$ cat config.mk
export PLATFORM = sky130hd
export DESIGN_NAME = swd_xfer_seq
export DESIGN_NICKNAME = d
export VERILOG_FILES = /design/src/rtl/swd_xfer_seq.sv
export SDC_FILE = /design/constraint.sdc
export NUM_CORES = 1
export LEC_CHECK = 0
export CORE_AREA = 2 2 111 113
export CTS_CLUSTER_DIAMETER = 100
export DETAILED_ROUTE_END_ITERATION = 10
export DIE_AREA = 0 0 113 115
export PLACE_DENSITY = 0.72
export REMOVE_ABC_BUFFERS = 1
export SETUP_SLACK_MARGIN = 0.15
export SLEW_MARGIN = 20
export SYNTH_ARGS = -nofsm -noshare
export SYNTH_HDL_FRONTEND = slang
export SYNTH_SLANG_ARGS = --single-unit
$ cat constraint.sdc
create_clock -name clk -period 6.3 [get_ports clk]
set_input_delay 0.945 -clock clk [delete_from_list [all_inputs] [get_ports clk]]
set_output_delay 0.945 -clock clk [all_outputs]
set_load 0.02 [all_outputs]
$ cat src/rtl/swd_xfer_seq.sv
// SWD transfer sequencer: issues one request to the SWD engine, retries on
// WAIT, and reports a classified result through a valid/ready handshake.
module swd_xfer_seq #(
    parameter int RETRY_W = 8,
    parameter int WDT     = 4096
) (
    input  logic               clk,
    input  logic               rst,
    input  logic               cmd_valid,
    output logic               cmd_ready,
    input  logic               cmd_apndp,
    input  logic               cmd_rnw,
    input  logic [1:0]         cmd_addr32,
    input  logic [31:0]        cmd_wdata,
    input  logic [RETRY_W-1:0] wait_retry,
    input  logic               abort,
    output logic               go,
    output logic               apndp,
    output logic               rnw,
    output logic [1:0]         addr32,
    output logic [31:0]        dwrite,
    input  logic [2:0]         ack,
    input  logic [31:0]        dread,
    input  logic               perr,
    input  logic               idle,
    output logic               res_valid,
    input  logic               res_ready,
    output logic [2:0]         res_status,
    output logic [2:0]         res_ack,
    output logic [31:0]        res_data,
    output logic [RETRY_W-1:0] res_tries
);

    localparam int WDT_W = $clog2(WDT + 1);

    localparam logic [2:0] ST_OK    = 3'd0;
    localparam logic [2:0] ST_WAIT  = 3'd1;
    localparam logic [2:0] ST_FAULT = 3'd2;
    localparam logic [2:0] ST_NOACK = 3'd3;
    localparam logic [2:0] ST_PERR  = 3'd4;
    localparam logic [2:0] ST_TMO   = 3'd5;
    localparam logic [2:0] ST_ABORT = 3'd6;

    typedef enum logic [2:0] {
        S_IDLE,
        S_ISSUE,
        S_BUSY,
        S_EVAL,
        S_RESP
    } state_t;

    state_t             state_q, state_d;
    logic               apndp_q, apndp_d;
    logic               rnw_q, rnw_d;
    logic [1:0]         addr_q, addr_d;
    logic [31:0]        wdata_q, wdata_d;
    logic [RETRY_W-1:0] wretry_q, wretry_d;
    logic [RETRY_W-1:0] tries_q, tries_d;
    logic [WDT_W-1:0]   wdt_q, wdt_d;
    logic               pend_q, pend_d;
    logic [2:0]         status_q, status_d;
    logic [2:0]         rack_q, rack_d;
    logic [31:0]        rdata_q, rdata_d;

    always_ff @(posedge clk or negedge rst) begin
        if (!rst) begin
            state_q  <= S_IDLE;
            apndp_q  <= 1'b0;
            rnw_q    <= 1'b0;
            addr_q   <= 2'b00;
            wdata_q  <= 32'h0;
            wretry_q <= '0;
            tries_q  <= '0;
            wdt_q    <= '0;
            pend_q   <= 1'b0;
            status_q <= 3'd0;
            rack_q   <= 3'd0;
            rdata_q  <= 32'h0;
        end else begin
            state_q  <= state_d;
            apndp_q  <= apndp_d;
            rnw_q    <= rnw_d;
            addr_q   <= addr_d;
            wdata_q  <= wdata_d;
            wretry_q <= wretry_d;
            tries_q  <= tries_d;
            wdt_q    <= wdt_d;
            pend_q   <= pend_d;
            status_q <= status_d;
            rack_q   <= rack_d;
            rdata_q  <= rdata_d;
        end
    end

    always_comb begin
        state_d  = state_q;
        apndp_d  = apndp_q;
        rnw_d    = rnw_q;
        addr_d   = addr_q;
        wdata_d  = wdata_q;
        wretry_d = wretry_q;
        tries_d  = tries_q;
        wdt_d    = wdt_q;
        pend_d   = pend_q;
        status_d = status_q;
        rack_d   = rack_q;
        rdata_d  = rdata_q;

        unique case (state_q)
            S_IDLE: begin
                if (cmd_valid) begin
                    apndp_d  = cmd_apndp;
                    rnw_d    = cmd_rnw;
                    addr_d   = cmd_addr32;
                    wdata_d  = cmd_wdata;
                    wretry_d = wait_retry;
                    tries_d  = '0;
                    wdt_d    = '0;
                    pend_d   = 1'b0;
                    state_d  = S_ISSUE;
                end
            end
            S_ISSUE: begin
                // Abort wins over an engine that starts in the same cycle
                if (abort) begin
                    status_d = ST_ABORT;
                    rack_d   = 3'd0;
                    rdata_d  = 32'h0;
                    state_d  = S_RESP;
                end else if (!idle) begin
                    state_d = S_BUSY;
                end else if (wdt_q == WDT_W'(WDT - 1)) begin
                    status_d = ST_TMO;
                    rack_d   = 3'd0;
                    rdata_d  = 32'h0;
                    state_d  = S_RESP;
                end else begin
                    wdt_d = wdt_q + WDT_W'(1);
                end
            end
            S_BUSY: begin
                if (abort) pend_d = 1'b1;
                if (idle) state_d = S_EVAL;
            end
            S_EVAL: begin
                rack_d  = ack;
                rdata_d = 32'h0;
                state_d = S_RESP;
                unique case (ack)
                    3'b001: begin
                        if (rnw_q) rdata_d = dread;
                        status_d = (rnw_q && perr) ? ST_PERR : ST_OK;
                    end
                    3'b010: begin
                        if (pend_q) begin
                            status_d = ST_ABORT;
                        end else if (tries_q < wretry_q) begin
                            tries_d = tries_q + RETRY_W'(1);
                            wdt_d   = '0;
                            state_d = S_ISSUE;
                        end else begin
                            status_d = ST_WAIT;
                        end
                    end
                    3'b100:  status_d = ST_FAULT;
                    default: status_d = ST_NOACK;
                endcase
            end
            S_RESP: begin
                if (res_ready) begin
                    pend_d  = 1'b0;
                    state_d = S_IDLE;
                end
            end
            default: state_d = S_IDLE;
        endcase
    end

    assign cmd_ready  = (state_q == S_IDLE);
    assign go         = (state_q == S_ISSUE);
    assign res_valid  = (state_q == S_RESP);
    assign apndp      = apndp_q;
    assign rnw        = rnw_q;
    assign addr32     = addr_q;
    assign dwrite     = wdata_q;
    assign res_status = status_q;
    assign res_ack    = rack_q;
    assign res_data   = rdata_q;
    assign res_tries  = tries_q;

endmodule

==> results of run 1 <==
## metrics by stage
step	hold slack [ps]	instance area, sq um
after global routing	524	6780
final	501	6780
after detailed placement	491	6430
after floorplan	469	4530
after global placement	489	6430
after CTS	507	6770
## power by group through the flow
stage	clock, uW	sequential, uW	combinational (uW)
6_report	650	994	1120
5_1_grt	698	1020	1210
4_1_cts	671	996	1130
3_5_place_dp	0	1000	1130
3_3_place_gp	0	995	1110
2_1_floorplan	0	1170	440
## how the worst max path moves through the flow
stage          cells past startpoint        end  slack (ps)
2_1_floorplan                      3  addr32[0]        3420
3_3_place_gp                       7  wdt_q[11]        3050
3_5_place_dp                       7  wdt_q[11]        2990
4_1_cts                            4         go        3180
5_1_grt                            4         go        3060
6_report                           4         go        3160
## cells by family after synthesis
logic type               Yosys count  share of synthesized area [%]
XOR/XNOR                           1                          0.189
multiplexers                      44                           10.6
AO/OA/AOI/OAI                    101                           15.5
adder cells (fa/ha/maj)            9                           2.43
buffers and inverters             37                           3.35
AND/OR/NAND/NOR                   88                           10.0
flip-flops                       107                           57.9
## cells in the final DEF (no fill, tap or decap), types with 4 or more instances in the layout
cell	netlist	layout
sky130_fd_sc_hd__a21oi_1	15	15
sky130_fd_sc_hd__nand2b_1	8	8
sky130_fd_sc_hd__a22o_1	36	36
sky130_fd_sc_hd__dfrtp_1	107	107
sky130_fd_sc_hd__or3_1	12	12
sky130_fd_sc_hd__nor2_1	16	16
sky130_fd_sc_hd__clkdlybuf4s50_1	0	169
sky130_fd_sc_hd__clkbuf_16	0	9
sky130_fd_sc_hd__mux2_2	40	40
sky130_fd_sc_hd__nand2_1	18	18
sky130_fd_sc_hd__inv_1	15	15
sky130_fd_sc_hd__nand3_1	10	10
sky130_fd_sc_hd__o21ai_0	30	30
sky130_fd_sc_hd__ha_1	9	9
sky130_fd_sc_hd__nand4_1	5	5
sky130_fd_sc_hd__mux2i_1	4	4
## cell type report
class / instances / area share [%]
clock buffer: 9 / 3.32
clock inverter: 6 / 1.79
inverter: 15 / 0.831
multi-input combinational: 243 / 26.5
sequential: 107 / 39.5
tap: 147 / 2.71
timing repair buffer: 172 / 25.3
## per-layer routing
metal / GRT usage [%] / up-vias / routed length (microns)
met4: 5.85 / 0 / 196
li1: - / 1732 / -
met2: 31.0 / 109 / 5840
met3: 7.01 / 17 / 851
met1: 22.0 / 1802 / 4680
met5: 0 / - / 0
## registers in the layout, indices dropped and copies added (netlist names), 2 cells and up
signal      count
res_tries       8
res_data       32
state_q         3
res_ack         3
dwrite         32
addr32          2
wdt_q          13
res_status      3
wretry_q        8
==> run_summary.xml, run 1 <==
<?xml version="1.0" encoding="UTF-8"?>
<metrics>
  <group name="clock_network">
    <metric name="postCtsSetupRepairBufs" unit="">0</metric>
    <metric name="post_cts_resize_count" unit="">0</metric>
    <metric name="cts_hold_buffers" unit="">0</metric>
    <metric name="clockBufferDepth" unit="">2</metric>
    <metric name="cts_num_sinks" unit="">107</metric>
    <metric name="h_tree_depth_reported_by_cts" unit="">3</metric>
    <metric name="cts_buffers" unit="">9</metric>
    <metric name="cts_tree" unit="">built</metric>
    <metric name="clock_tree.root_cell" unit="">sky130_fd_sc_hd__clkbuf_16</metric>
    <metric name="insertion_delay" unit="ps">350</metric>
    <metric name="clk_pin_slew_worst_paths" unit="ps">70</metric>
  </group>
  <group name="yosys">
    <metric name="synth-main-ff-cell" unit="">sky130_fd_sc_hd__dfrtp_1</metric>
    <metric name="netlist_top_cells_area" unit="">sky130_fd_sc_hd__dfrtp_1 (58%), sky130_fd_sc_hd__mux2_2 (9.7%), sky130_fd_sc_hd__a22o_1 (6.8%), sky130_fd_sc_hd__o21ai_0 (3.2%), sky130_fd_sc_hd__ha_1 (2.4%)</metric>
    <metric name="yosysWarningCount" unit="">0</metric>
    <metric name="synth_sequential_area_ratio" unit="%">57.9</metric>
    <metric name="syn_inst" unit="">387</metric>
    <metric name="synthDistinctLibCells" unit="">46</metric>
    <metric name="post-synth-top-area-fraction" unit="%">57.9</metric>
    <metric name="yosys-top-cells-count" unit="">sky130_fd_sc_hd__dfrtp_1 (107), sky130_fd_sc_hd__mux2_2 (40), sky130_fd_sc_hd__a22o_1 (36), sky130_fd_sc_hd__o21ai_0 (30), sky130_fd_sc_hd__nand2_1 (18)</metric>
    <metric name="synth-seq-cells" unit="">107</metric>
    <metric name="synth_enable_flop_cells" unit="">0</metric>
    <metric name="synth_async_sr_flop_share" unit="%">100</metric>
    <metric name="synth_top_cell_by_area" unit="">sky130_fd_sc_hd__dfrtp_1</metric>
    <metric name="count_leader_synth" unit="">sky130_fd_sc_hd__dfrtp_1</metric>
    <metric name="syn_area_per_cell" unit="sq um">12.0</metric>
    <metric name="netlist_area" unit="sq um">4630</metric>
  </group>
  <group name="worst_hold_path">
    <metric name="whs_endpoint" unit="">res_data[20]</metric>
    <metric name="hp-class" unit="">flip-flop to flip-flop</metric>
    <metric name="hold_depth" unit="">1</metric>
    <metric name="timing.hold.worst.start" unit="">res_data[20]</metric>
  </group>
  <group name="critical_path">
    <metric name="timing.critical_path.cells" unit="">nand2b_1, nand2b_1, inv_1, clkdlybuf4s50_1</metric>
    <metric name="timing.critical_path.to_type" unit="">primary output</metric>
    <metric name="path_common_cell" unit="">sky130_fd_sc_hd__nand2b_1</metric>
    <metric name="critPathMaxFanout" unit="">8</metric>
    <metric name="crit_type" unit="">flip-flop to primary output</metric>
    <metric name="reg_to_reg_critical_path_startpoint" unit="">res_tries[5]</metric>
    <metric name="critical_path_required" unit="ps">5350</metric>
    <metric name="critical-path-max-stage-delay" unit="ps">650</metric>
    <metric name="number_of_cells_on_the_worst_reg_to_reg_path" unit="">7</metric>
    <metric name="regToRegSetupSlack" unit="ps">3760</metric>
    <metric name="setup.worst_path.start" unit="">state_q[2]</metric>
    <metric name="rr_endpoint" unit="">wdt_q[11]</metric>
    <metric name="critPathBufInv" unit="">2</metric>
    <metric name="worst_path_dominant_cell_family" unit="">buffers and inverters</metric>
    <metric name="crit_arrival" unit="ps">2190</metric>
    <metric name="critical_path.slowest_cell" unit="">sky130_fd_sc_hd__clkdlybuf4s50_1</metric>
    <metric name="start_kind" unit="">flip-flop</metric>
  </group>
  <group name="timing">
    <metric name="timing.max_slew.rel_slack" unit="%">44.6</metric>
    <metric name="timing.final.ws_setup" unit="ps">3160</metric>
    <metric name="drv_slew" unit="">0</metric>
    <metric name="share_of_the_clock_period_used_by_the_worst_path" unit="%">49.8</metric>
    <metric name="hold_viol_final" unit="">0</metric>
    <metric name="worst_pin_slew" unit="ps">831</metric>
    <metric name="fmax" unit="GHz">0.319</metric>
    <metric name="final.setup.tns" unit="ps">0</metric>
    <metric name="setup_violations_final" unit="">0</metric>
    <metric name="grt_setup_unrepaired" unit="">false</metric>
    <metric name="minimum_clock_period" unit="ps">3140</metric>
    <metric name="skew" unit="ps">10.4</metric>
  </group>
  <group name="die">
    <metric name="effective_utilization_at_floorplan" unit="%">39.2</metric>
    <metric name="io-pin-count" unit="">171</metric>
    <metric name="rows" unit="">40</metric>
    <metric name="design.core.area" unit="sq um">11800</metric>
    <metric name="floorplan.die.height" unit="microns">115</metric>
    <metric name="die_x" unit="microns">113</metric>
    <metric name="design.die.area" unit="sq um">13000</metric>
  </group>
  <group name="finish">
    <metric name="num_antenna_cells" unit="">0</metric>
    <metric name="fill_cells" unit="">1001</metric>
    <metric name="num-nets-final" unit="">643</metric>
    <metric name="finish.cell_count_without_fillers" unit="">699</metric>
    <metric name="area_growth" unit="%">46.5</metric>
    <metric name="final_util" unit="%">57.4</metric>
    <metric name="multi_input_area" unit="sq um">1800</metric>
    <metric name="area.sequential" unit="sq um">2680</metric>
    <metric name="drive_above_1_share" unit="%">12.7</metric>
  </group>
  <group name="global_route">
    <metric name="grt_antenna_before_repair" unit="">0</metric>
    <metric name="global_route.overflow_total" unit="">0</metric>
    <metric name="grt_pass1_vias" unit="">3791</metric>
    <metric name="pin_count_of_the_biggest_net_entering_global_routing" unit="">67</metric>
    <metric name="grt_pass1_wl" unit="mm">18.8</metric>
    <metric name="total_routing_usage_gr" unit="%">18.4</metric>
  </group>
  <group name="power_and_ir_drop">
    <metric name="cellInternalPower" unit="uW">1810</metric>
    <metric name="cellPowerDensity" unit="nW/um^2">408</metric>
    <metric name="power_switching_share" unit="%">34.5</metric>
    <metric name="clkPwrFrac" unit="%">23.5</metric>
    <metric name="combinationalPowerShare" unit="%">40.6</metric>
    <metric name="power_leakage" unit="uW">0.00287</metric>
    <metric name="power.share.sequential" unit="%">35.9</metric>
    <metric name="fin_total_pwr" unit="uW">2770</metric>
    <metric name="total_switching_power" unit="uW">954</metric>
    <metric name="ir_drop" unit="mV">0.292</metric>
  </group>
  <group name="place">
    <metric name="port_buffers" unit="">170</metric>
    <metric name="dp_slack" unit="ps">2990</metric>
    <metric name="gp_congestion" unit="">0.826</metric>
    <metric name="hpwl" unit="mm">8.43</metric>
    <metric name="placed_cells_incl_taps" unit="">684</metric>
  </group>
  <group name="status">
    <metric name="outcome" unit="">finished, violations left</metric>
    <metric name="violated_checks" unit="">DRC</metric>
  </group>
  <group name="detailed_routing">
    <metric name="drt_first_iter_violations" unit="">182</metric>
    <metric name="drt-wirelength-per-cell" unit="microns">16.6</metric>
    <metric name="route.vias.total" unit="">3660</metric>
    <metric name="drt.antenna.violating_nets" unit="">0</metric>
    <metric name="drt-pass1-iter-count" unit="">7</metric>
    <metric name="via_per_inst" unit="">5.24</metric>
    <metric name="routed_wl" unit="mm">11.6</metric>
    <metric name="drt_drc_violations_left" unit="">1</metric>
  </group>
  <group name="run">
    <metric name="max_cap_violations" unit="">0</metric>
  </group>
</metrics>
(Power assumes the default switching activity.)
==> inputs of run 2 (changes only) <==
==> constraint.sdc (replaced) <==
create_clock -name clk -period 3 [get_ports clk]
set_input_delay 0.45 -clock clk [delete_from_list [all_inputs] [get_ports clk]]
set_output_delay 0.45 -clock clk [all_outputs]
set_load 0.02 [all_outputs]
==> run 2 against run 1 <==
The run still ends with DRC left; non-clock buffer count increased by 8; core utilization decreased by 0.064 points; via count decreased by 0.46%; first-iteration DRC count increased by 41%; largest power group unchanged.
==> run_summary.xml, run 2 (synthesis results as in run 1) <==
<?xml version="1.0" encoding="UTF-8"?>
<metrics>
  <group name="status">
    <metric name="outcome" unit="">finished, violations left</metric>
    <metric name="violated_checks" unit="">DRC</metric>
  </group>
  <group name="global_route">
    <metric name="grt_antenna_before_repair" unit="">0</metric>
    <metric name="grt_pass1_wl" unit="mm">19.1</metric>
    <metric name="pin_count_of_the_biggest_net_entering_global_routing" unit="">58</metric>
    <metric name="total_routing_usage_gr" unit="%">18.6</metric>
    <metric name="met3_usage" unit="%">7.22</metric>
    <metric name="gr-max-usage-layer" unit="">met2</metric>
    <metric name="groute.layer.met2.usage" unit="%">30.2</metric>
    <metric name="global_route.overflow_total" unit="">0</metric>
    <metric name="use_met1" unit="%">23.6</metric>
    <metric name="grt_pass1_vias" unit="">3771</metric>
  </group>
  <group name="place">
    <metric name="gp_congestion" unit="">0.803</metric>
    <metric name="hpwl" unit="mm">8.53</metric>
    <metric name="dpl_cell_area" unit="sq um">6500</metric>
    <metric name="port_buffers" unit="">170</metric>
  </group>
  <group name="die">
    <metric name="die_x" unit="microns">113</metric>
    <metric name="rows" unit="">40</metric>
    <metric name="io-pin-count" unit="">171</metric>
    <metric name="floorplan.die.height" unit="microns">115</metric>
    <metric name="design.core.area" unit="sq um">11800</metric>
    <metric name="effective_utilization_at_floorplan" unit="%">39.2</metric>
    <metric name="design.die.area" unit="sq um">13000</metric>
  </group>
  <group name="clock_network">
    <metric name="postCtsSetupRepairBufs" unit="">0</metric>
    <metric name="clk_pin_slew_worst_paths" unit="ps">70</metric>
    <metric name="cts_tree" unit="">built</metric>
    <metric name="post_cts_resize_count" unit="">0</metric>
    <metric name="cts_hold_buffers" unit="">0</metric>
    <metric name="cts_num_sinks" unit="">107</metric>
    <metric name="clockBufferDepth" unit="">2</metric>
    <metric name="insertion_delay" unit="ps">350</metric>
    <metric name="clock_tree.root_cell" unit="">sky130_fd_sc_hd__clkbuf_16</metric>
    <metric name="h_tree_depth_reported_by_cts" unit="">3</metric>
    <metric name="cts_buffers" unit="">9</metric>
  </group>
  <group name="critical_path">
    <metric name="start_kind" unit="">flip-flop</metric>
    <metric name="timing.critical_path.cells" unit="">nand2b_1, nand2b_1, inv_1, clkdlybuf4s50_1</metric>
    <metric name="timing.critical_path.to_type" unit="">primary output</metric>
    <metric name="critical_path_required" unit="ps">2550</metric>
    <metric name="regToRegSetupSlack" unit="ps">470</metric>
    <metric name="critical_path.slowest_cell" unit="">sky130_fd_sc_hd__clkdlybuf4s50_1</metric>
    <metric name="setup.worst_path.start" unit="">state_q[2]</metric>
    <metric name="crit_type" unit="">flip-flop to primary output</metric>
    <metric name="rr_endpoint" unit="">wdt_q[5]</metric>
    <metric name="reg_to_reg_critical_path_startpoint" unit="">res_tries[5]</metric>
    <metric name="path_common_cell" unit="">sky130_fd_sc_hd__nand2b_1</metric>
    <metric name="critPathBufInv" unit="">2</metric>
    <metric name="crit_arrival" unit="ps">2140</metric>
    <metric name="worst_path_dominant_cell_family" unit="">buffers and inverters</metric>
    <metric name="critical-path-max-stage-delay" unit="ps">650</metric>
    <metric name="critPathMaxFanout" unit="">8</metric>
    <metric name="total_number_of_cells_along_the_worst_setup_path" unit="">4</metric>
    <metric name="crit_end" unit="">go</metric>
    <metric name="number_of_cells_on_the_worst_reg_to_reg_path" unit="">8</metric>
  </group>
  <group name="finish">
    <metric name="multi_input_area" unit="sq um">1800</metric>
    <metric name="most-common-layout-cells" unit="">sky130_fd_sc_hd__clkdlybuf4s50_1 (169), sky130_fd_sc_hd__dfrtp_1 (107), sky130_fd_sc_hd__mux2_2 (40)</metric>
    <metric name="area_growth" unit="%">46.3</metric>
    <metric name="final_design_area_no_fill" unit="sq um">6770</metric>
    <metric name="area.sequential" unit="sq um">2680</metric>
    <metric name="fill_cells" unit="">1011</metric>
    <metric name="final_common_cell" unit="">sky130_fd_sc_hd__clkdlybuf4s50_1</metric>
    <metric name="drive_above_1_share" unit="%">13.5</metric>
    <metric name="num-nets-final" unit="">651</metric>
    <metric name="num_antenna_cells" unit="">0</metric>
  </group>
  <group name="detailed_routing">
    <metric name="drt-pass1-iter-count" unit="">7</metric>
    <metric name="route.vias.total" unit="">3643</metric>
    <metric name="drt.antenna.violating_nets" unit="">0</metric>
    <metric name="drt_drc_violations_left" unit="">1</metric>
    <metric name="routed_wl" unit="mm">11.8</metric>
    <metric name="via_per_inst" unit="">5.15</metric>
    <metric name="drt-wirelength-per-cell" unit="microns">16.7</metric>
    <metric name="drt_first_iter_violations" unit="">257</metric>
  </group>
  <group name="timing">
    <metric name="skew" unit="ps">6.44</metric>
    <metric name="share_of_the_clock_period_used_by_the_worst_path" unit="%">86.3</metric>
    <metric name="worst_pin_slew" unit="ps">646</metric>
    <metric name="timing.max_slew.rel_slack" unit="%">56.9</metric>
    <metric name="setup_violations_final" unit="">0</metric>
    <metric name="grt_setup_unrepaired" unit="">false</metric>
    <metric name="hold_viol_final" unit="">0</metric>
    <metric name="fmax" unit="GHz">0.386</metric>
    <metric name="minimum_clock_period" unit="ps">2590</metric>
    <metric name="final.setup.tns" unit="ps">0</metric>
    <metric name="drv_slew" unit="">0</metric>
  </group>
  <group name="worst_hold_path">
    <metric name="hp-class" unit="">input pin to async pin</metric>
  </group>
  <group name="power_and_ir_drop">
    <metric name="cellPowerDensity" unit="nW/um^2">825</metric>
    <metric name="power_leakage" unit="uW">0.00287</metric>
    <metric name="ir_drop" unit="mV">0.643</metric>
  </group>
  <group name="run">
    <metric name="max_cap_violations" unit="">0</metric>
  </group>
</metrics>
run 2: cell types whose count changed in the layout (fill, tap and decap cells not counted), sizes merged:
cell,previous run,this run
buf,3,11
clkinvlp,0,1
bufinv,3,0
clkinv,1,3
clkbuf,9,10
run 2: final cells by class:
| class | count | area share, % |
|---|---|---|
| well taps | 147 | 2.72 |
| inverters | 15 | 0.832 |
| repair buffers | 180 | 26.4 |
| flip-flops and latches | 107 | 39.6 |
| clock buffers | 10 | 3.38 |
| multi-input cells | 243 | 26.5 |
| clock inverters | 6 | 0.591 |
run 2: per-stage QoR:
step / power, uW / util [%] / setup slack [ps] / std cells / hold WS, ps
global placement: 4470 / 55.0 / 398 / 692 / 488
detailed placement: 4520 / 55.0 / 327 / 692 / 490
finish: 5590 / 57.3 / 411 / 708 / 123
global route: 5930 / 57.3 / 314 / 708 / 170
CTS: 5660 / 57.3 / 410 / 708 / 145
floorplan: 3380 / - / 120 / 365 / 154
run 2: how the worst min path moves through the flow:
stage                             from            to  slack, ps
after global placement    res_data[31]  res_data[31]        490
after floorplan                    rst     addr32[0]        150
after global routing               rst   wretry_q[2]        170
after detailed placement  res_data[20]  res_data[20]        490
final                              rst   wretry_q[1]        120
after CTS                          rst   wretry_q[3]        150
run 2: where the power goes:
part           total (uW)  leakage [uW]  internal [uW]  switching (uW)
combinational        2400       0.00135           1170            1220
sequential           2080       0.00138           1840             241
clock                1110      0.000133            565             541
total                5590       0.00287           3580            2000
run 2: layer usage:
| layer | vias up | part of all wire, % |
|---|---|---|
| li1 | 1737 | - |
| met5 | - | 0 |
| met1 | 1772 | 43 |
| met3 | 8 | 7.7 |
| met4 | 0 | 1.1 |
| met2 | 126 | 49 |
